**src/rtl/led_pattern_engine.sv**
```systemverilog
// rtl/led_pattern_engine.sv - step-driven LED pattern generator with programmable prescaler
module led_pattern_engine #(
    parameter int WIDTH       = 8,
    parameter int DIV_W       = 24,
    parameter int COUNT_START = 20
) (
    input  logic             clk,
    input  logic             reset,
    input  logic             ss,
    input  logic [2:0]       mode,
    input  logic [DIV_W-1:0] div,
    input  logic             loop,
    input  logic             restart,
    output logic [WIDTH-1:0] led,
    output logic             done,
    output logic             step
);
    localparam int H = WIDTH / 2;
    localparam logic [WIDTH-1:0] ONES  = '1;
    localparam logic [WIDTH-1:0] ONE   = WIDTH'(1);
    localparam logic [WIDTH-1:0] CLOAD = WIDTH'(COUNT_START);

    localparam logic [2:0] M_FILL      = 3'd0;
    localparam logic [2:0] M_SHIFT_OUT = 3'd1;
    localparam logic [2:0] M_COUNTDOWN = 3'd2;
    localparam logic [2:0] M_CONVERGE  = 3'd3;
    localparam logic [2:0] M_BOUNCE    = 3'd4;

    // FILL uses START/RUN as the up phase; BOUNCE uses RUN = up, DOWN = down
    typedef enum logic [1:0] {PH_START, PH_RUN, PH_DOWN} phase_t;

    phase_t           phase_q, phase_d;
    logic [WIDTH-1:0] led_q, led_d;
    logic [DIV_W-1:0] cnt_q, cnt_d;
    logic [2:0]       mode_q, mode_d;
    logic             done_q, done_d;
    logic             step_q, step_d;

    logic             clear, tick, mode_valid;
    logic [WIDTH-1:0] shl, shr, fill_up, conv, dec;

    assign clear      = restart || (mode != mode_q);
    assign tick       = (cnt_q >= div);
    assign mode_valid = (mode_q <= M_BOUNCE);

    assign shl     = {led_q[WIDTH-2:0], 1'b0};
    assign shr     = {1'b0, led_q[WIDTH-1:1]};
    assign fill_up = {led_q[WIDTH-2:0], 1'b1};
    assign conv    = {1'b1, led_q[WIDTH-1:H+1], led_q[H-2:0], 1'b1};
    assign dec     = led_q - ONE;

    always_comb begin
        phase_d = phase_q;
        led_d   = led_q;
        cnt_d   = cnt_q;
        done_d  = done_q;
        step_d  = 1'b0;
        mode_d  = mode;

        if (clear) begin
            phase_d = PH_START;
            led_d   = '0;
            cnt_d   = '0;
            done_d  = 1'b0;
        end else if (!ss) begin
            cnt_d = tick ? '0 : cnt_q + 1'b1;
            if (tick && mode_valid) begin
                step_d = 1'b1;
                if (!done_q) begin
                    case (mode_q)
                        M_FILL: begin
                            if (phase_q == PH_DOWN) begin
                                led_d = shr;
                                if (shr == '0) begin
                                    if (loop) phase_d = PH_RUN;
                                    else      done_d  = 1'b1;
                                end
                            end else begin
                                led_d   = fill_up;
                                phase_d = (fill_up == ONES) ? PH_DOWN : PH_RUN;
                            end
                        end
                        M_SHIFT_OUT: begin
                            if (phase_q == PH_START) begin
                                led_d   = ONES;
                                phase_d = PH_RUN;
                            end else begin
                                led_d = shl;
                                if (shl == '0) begin
                                    if (loop) phase_d = PH_START;
                                    else      done_d  = 1'b1;
                                end
                            end
                        end
                        M_COUNTDOWN: begin
                            if (phase_q == PH_START) begin
                                led_d   = CLOAD;
                                phase_d = PH_RUN;
                            end else begin
                                led_d = dec;
                                if (dec == ONE) begin
                                    if (loop) phase_d = PH_START;
                                    else      done_d  = 1'b1;
                                end
                            end
                        end
                        M_CONVERGE: begin
                            if (led_q == ONES) begin
                                led_d = '0;
                                if (!loop) done_d = 1'b1;
                            end else begin
                                led_d = conv;
                            end
                        end
                        M_BOUNCE: begin
                            if (phase_q == PH_START) begin
                                led_d   = ONE;
                                phase_d = PH_RUN;
                            end else if (phase_q == PH_RUN) begin
                                led_d = shl;
                                if (shl[WIDTH-1]) phase_d = PH_DOWN;
                            end else begin
                                led_d = shr;
                                if (shr[0]) phase_d = PH_RUN;
                            end
                        end
                        default: led_d = '0;
                    endcase
                end
            end
        end
    end

    always_ff @(posedge clk or posedge reset) begin
        if (reset) begin
            phase_q <= PH_START;
            led_q   <= '0;
            cnt_q   <= '0;
            mode_q  <= M_FILL;
            done_q  <= 1'b0;
            step_q  <= 1'b0;
        end else begin
            phase_q <= phase_d;
            led_q   <= led_d;
            cnt_q   <= cnt_d;
            mode_q  <= mode_d;
            done_q  <= done_d;
            step_q  <= step_d;
        end
    end

    assign led  = led_q;
    assign done = done_q;
    assign step = step_q;
endmodule

```
**config.mk**
```make
export PLATFORM = sky130hd
export DESIGN_NAME = led_pattern_engine
export DESIGN_NICKNAME = d
export VERILOG_FILES = /design/src/rtl/led_pattern_engine.sv
export SDC_FILE = /design/constraint.sdc
export NUM_CORES = 1
export LEC_CHECK = 0
export CORE_ASPECT_RATIO = 0.7
export CORE_MARGIN = 2
export CORE_UTILIZATION = 44
export CTS_BUF_LIST = sky130_fd_sc_hd__clkbuf_4
export CTS_CLUSTER_DIAMETER = 30
export CTS_CLUSTER_SIZE = 8
export DETAILED_ROUTE_END_ITERATION = 10
export GPL_ROUTABILITY_DRIVEN = 0
export PLACE_DENSITY = 0.71
export SLEW_MARGIN = 20
export SYNTH_ARGS = -nofsm -noshare
export SYNTH_HDL_FRONTEND = slang
export SYNTH_SLANG_ARGS = --single-unit
```
**constraint.sdc**
```tcl
create_clock -name clk -period 4.6 [get_ports clk]
set_clock_uncertainty 0.1 [all_clocks]
set_input_delay 0.92 -clock clk [delete_from_list [all_inputs] [get_ports clk]]
set_output_delay 0.92 -clock clk [all_outputs]
set_load 0.03 [all_outputs]
```
======== Word level (Yosys, flattened, before mapping) ========
Index checks and enable logic that the tools add are counted.
storage, ports and cells
  bits in registers ....................... 39
  input port bits ......................... 32
  output and inout bits ................... 10
operators by class
  $add $sub $neg .......................... 2
  $lt $le $gt $ge ......................... 2
  equal/unequal tests ..................... 18
  mux-type cells .......................... 48
  reductions and logical operators ........ 11
operator list
  kind                                                   number
  2-to-1 mux 8 bit                                       10
  2-to-1 mux 24 bit                                      3
  one-hot mux 8 bit (5 select lines)                     1
  2-to-1 mux 2 bit                                       17
  adder 24 x 1 -> 24 bit, second input constant          1
  >= comparator 24 bit                                   1
  logical NOT 8 bit                                      2
  inequality test 4 bit, second input constant           4
  2-to-1 mux 1 bit                                       15
  inequality test 5 bit, second input constant           2
  AND reduction 10 bit                                   1
  equality test 8 x 1 -> 1 bit, second input constant    1
  equality test 8 bit, second input constant             1
  one-hot mux 2 bit (4 select lines)                     1
  subtractor 8 x 1 -> 8 bit, second input constant       1
  equality test 7 bit, second input constant             1
  equality test 3 x 2 -> 1 bit, second input constant    2
  nonzero test 5 bit                                     1
  inequality test 2 x 1 -> 1 bit, second input constant  2
  one-hot mux 1 bit (4 select lines)                     1
  equality test 3 x 1 -> 1 bit, second input constant    1
  equality test 3 bit, second input constant             1
  <= comparator 3 bit, second input constant             1
  logical NOT 3 bit                                      1
  other kinds (9)                                        9

======== Depth between registers and ports, before layout ========
  depth in word-level cells ............... 9
  mapped depth ............................ 11
  mapped depth without buffers ............ 9

======== Least setup slack after synthesis ========
OpenSTA, ideal clock, no wires.
  path type ............................... input -> register
  start point ............................. input port div[0]
  end point ............................... register cnt_q[19]
  setup time .............................. 76 ps
  arrival ................................. 2972 ps
  data required time ...................... 4424 ps
  slack ................................... 1452 ps
  stages on the path ...................... 8
  path buffers ............................ 0
  cells stage by stage .................... ha_1 -> nand2b_4 -> a2111oi_4 -> nor4_1 -> o311a_1 -> or3_1 -> or4_1 -> o21ai_1
between the ends
  longest elaborated chain between the ends .. 4
RTL lines
  what                  RTL line  source
  from (decl)           11        input logic [DIV_W-1:0] div,
  >= comparator 24 bit  43        assign tick = (cnt_q >= div);
  2-to-1 mux 24 bit     66        cnt_d = tick ? '0 : cnt_q + 1'b1;
  2-to-1 mux 24 bit     65        end else if (!ss) begin
  2-to-1 mux 24 bit     60        if (clear) begin
  to (signal assigned)  145       cnt_q <= cnt_d;
  to (decl)             34        logic [DIV_W-1:0] cnt_q, cnt_d;
No other way between the ends. The select of a mux whose other input is x is not followed.
A chain may end at the register's enable or synchronous reset.

======== Final worst setup path ========
  start point ............................. input port div[23]
  end point ............................... register phase_q[1]
between the ends
  longest elaborated chain between the ends .. 4
RTL lines
  what                            RTL line  source
  >= comparator 24 bit            43
  logical AND 1 bit               67        if (tick && mode_valid) begin
  nonzero test 2 bit (no line)    n/a
  AND reduction 10 bit (no line)  n/a
  to (signal assigned)            143       phase_q <= phase_d;
  to (decl)                       32        phase_t phase_q, phase_d;
No other way between the ends.

==> summary.txt <==
status -> finished, final reports clean
portion of the post-synthesis area used by sequential elements -> 0.298
pin slew with the least headroom to its limit -> 0.769 ns
mean number of vias per cell -> 5.78
total half-perimeter wirelength after legalization and detailed placement -> 6240 um
antenna violation net count after detailed routing -> 0
floorplan die area -> 8160 um^2
clock edge transition at the registers on the reported setup and hold paths -> 0.13 ns
initial core utilization -> 0.452
Tightest Hold Check Type -> reg2reg
classification of the worst setup path -> in2reg
endpoints failing setup -> 0
synthesized net count -> 473
endpoint of the worst-slack reg-to-reg timing path -> phase_q[1]
vias in the first global route -> 2864
Yosys top cell area share -> 0.298
Layout Nets -> 503
per-instance average area after synthesis -> 7.95 um^2
largest net degree at the start of global routing -> 40
Worst VDD drop -> 0.000138 V
Post-Route Setup TNS -> 0 ns
count of cells resized by post-cts repair -> 0
Final Hold Viols -> 0
ratio of cells with drive above 1 in the final layout -> 0.0609
biggest area contributors in the synthesized netlist -> sky130_fd_sc_hd__dfrtp_1, sky130_fd_sc_hd__ha_1, sky130_fd_sc_hd__nand2_1
cell with the most instances after synthesis -> sky130_fd_sc_hd__nand2_1
cells on worst reg2reg path -> 8
area overhead of the layout relative to synthesis -> 17.9%
top cell types by occurrence after synthesis -> sky130_fd_sc_hd__nand2_1, sky130_fd_sc_hd__nor2_1, sky130_fd_sc_hd__dfrtp_1, sky130_fd_sc_hd__inv_1, sky130_fd_sc_hd__a21oi_1
ANT cells -> 0
number of iterations in the first detailed-routing pass -> 5
slack of the worst reg-to-reg path -> 1.60 ns
number of port buffers -> 41
maximum count of clock buffers along a single path -> 2
Placed Cells incl. Taps -> 533
chip width -> 107 um
via total after detailed routing -> 3127
initial drt markers -> 295
portion of netlist area occupied by mux cells -> 0.0370
pwr/cell area -> 194 nW/um^2
Max Fanout on Critical Path -> 4
Post-CTS Repair Setup Buffers -> 0
CTS hold repair buffers -> 0
sort of element at the end of the critical path -> flip-flop
Crit path required time -> 4.77 ns
cell type contributing the most total cell area after synthesis -> sky130_fd_sc_hd__dfrtp_1
Worst Min Path Start -> cnt_q[23]
cell count after synthesis -> 412
Top Ports -> 42
startpoint class of the critical path -> input pin
Post-Syn Area -> 3280 um^2
worst relative slew slack -> 0.483
flip-flop and latch count after synthesis -> 39
compound-gate portion of the synthesized area -> 0.166
filler cell count in the final layout -> 673
# H-tree levels -> 2
DP Worst Slack -> 0.456 ns
predominant post-synthesis flop cell -> sky130_fd_sc_hd__dfrtp_1
total overflow reported by the global router -> 0
final cycle utilization of the critical path -> 0.763
launch point of the worst reg-to-reg path -> led[1]
core region area -> 7250 um^2
count of unresolved DRC violations after routing -> 0
clk_lat worst skew -> 0.35 ns
total routing usage reported by global routing -> 0.205
Pleak -> 1.63 nW
Routed WL -> 8270 um
depth of the worst hold-timing path -> 2
arrival time at the worst endpoint -> 3.68 ns
worst hold slack -> 0.492 ns
vertical die dimension -> 76.2 um
number of unique standard cell types used by synthesis -> 52
root buffer cell -> sky130_fd_sc_hd__clkbuf_4
row count -> 26
wire length of the first global-routing pass -> 13700 um
Worst Hold Endpoint -> cnt_q[23]
Post-Synth Adder-Cell Area -> 0.111
final setup slack of the worst path -> 1.09 ns
async set-or-reset flop fraction in the synthesized netlist -> 1.00
post-layout min period -> 3.51 ns
total clock sinks -> 39
TritonCTS clock tree -> built
fin. max-slew vios -> 0
count of max-cap constraint violations -> 0
number of enable-type register cells in the synthesized netlist -> 0
number of antenna violations at the first check in global routing -> 0
Fmax -> 285 MHz
combinational family with the most area after synthesis -> simple AND/OR/NAND/NOR gates
XOR/XNOR Fraction of Synth Area -> 0.0695
post-synthesis share of cell area spent on and, or, nand and nor gates -> 0.257
number of CTS-inserted buffers -> 5
Syn. warnings -> 0
unrepaired setup endpoints after global routing -> false
Routed wire per std cell -> 15.3 um
non-filler cells, final -> 541
[report_power, final]
part	internal (mW)	total [mW]	leakage (nW)	switching (mW)
Sequential	0.345	0.354	0.538	0.00930
Clock	0.176	0.290	0.0559	0.115
Combinational	0.0512	0.104	1.04	0.0529
Total	0.572	0.748	1.63	0.177
[stage by stage]
stage | cell area (um^2) | power, mW | util
4_1_cts | 3860 | 0.751 | 0.532
5_1_grt | 3860 | 0.779 | 0.532
2_1_floorplan | 3280 | 0.418 | -
6_report | 3860 | 0.748 | 0.532
3_5_place_dp | 3750 | 0.463 | 0.517
3_3_place_gp | 3750 | 0.461 | 0.517
[worst max-delay path by stage]
stage | from | endpoint | slack (ns) | cells after the start
after global routing | div[23] | phase_q[0] | 0.83 | 10
final | div[23] | phase_q[1] | 1.09 | 9
after CTS | div[23] | cnt_q[5] | 0.81 | 10
after floorplan | div[0] | cnt_q[19] | 1.45 | 8
after global placement | div[7] | cnt_q[20] | 0.68 | 9
after detailed placement | div[23] | cnt_q[5] | 0.46 | 10
[sequential cells by signal (all words and copies together), names as in the netlist]
register / cells
cnt_q: 24
done: 1
led: 8
mode_q: 3
phase_q: 2
step: 1
[cells by family (layout without fill, tap and decap cells)]
family | count (synthesis) | in the layout
and+or+nand+nor | 169 | 169
muxes | 11 | 11
buffers and inverters | 54 | 85
AOI/OAI and AO/OA | 84 | 84
adders and majority gates | 29 | 29
xor gates and xnor gates | 26 | 26
DFF | 39 | 39
[worst max-delay path, cell delays in order]
cell and delay (ns):
sky130_fd_sc_hd__clkdlybuf4s50_1 0.45, sky130_fd_sc_hd__inv_1 0.04, sky130_fd_sc_hd__ha_1 0.30, sky130_fd_sc_hd__nand4_1 0.16, sky130_fd_sc_hd__nor4_1 0.45, sky130_fd_sc_hd__o311a_1 0.32, sky130_fd_sc_hd__o211ai_1 0.17, sky130_fd_sc_hd__nor4b_1 0.60
sky130_fd_sc_hd__mux2i_1 0.26
[per-layer routing]
metal | routed length [um] | track usage
met3 | 687 | 0.0368
met1 | 4010 | 0.312
met2 | 3500 | 0.299
met5 | 0 | 0
met4 | 74 | 0.0455
[cells in the final DEF, fill, tap and decap left out, drive strengths merged, types with 3 or more instances in the layout]
cell type / instances
nand2: 44
nor3: 14
nand3: 12
o21ai: 17
mux2: 9
nand4: 9
nor4: 8
or3: 5
o211ai: 3
a21oi: 31
a22oi: 5
or4: 6
xor2: 16
o21bai: 3
a221oi: 4
nand2b: 8
and2: 3
a31oi: 3
nor2b: 4
dfrtp: 39
nor2: 43
clkdlybuf4s50: 41
ha: 29
a211oi: 3
nand3b: 5
clkbuf: 6
xnor2: 10
inv: 34
[area by class of cell]
| class | instances | area [um^2] | area share |
|---|---|---|---|
| multi-input combinational | 319 | 2110 | 0.545 |
| sequential | 39 | 976 | 0.253 |
| timing repair buffer | 43 | 425 | 0.110 |
| inverter | 34 | 128 | 0.0330 |
| tap | 98 | 123 | 0.0317 |
| clock inverter | 2 | 60.1 | 0.0155 |
| clock buffer | 6 | 45.0 | 0.0117 |
(Power assumes the default switching activity.)
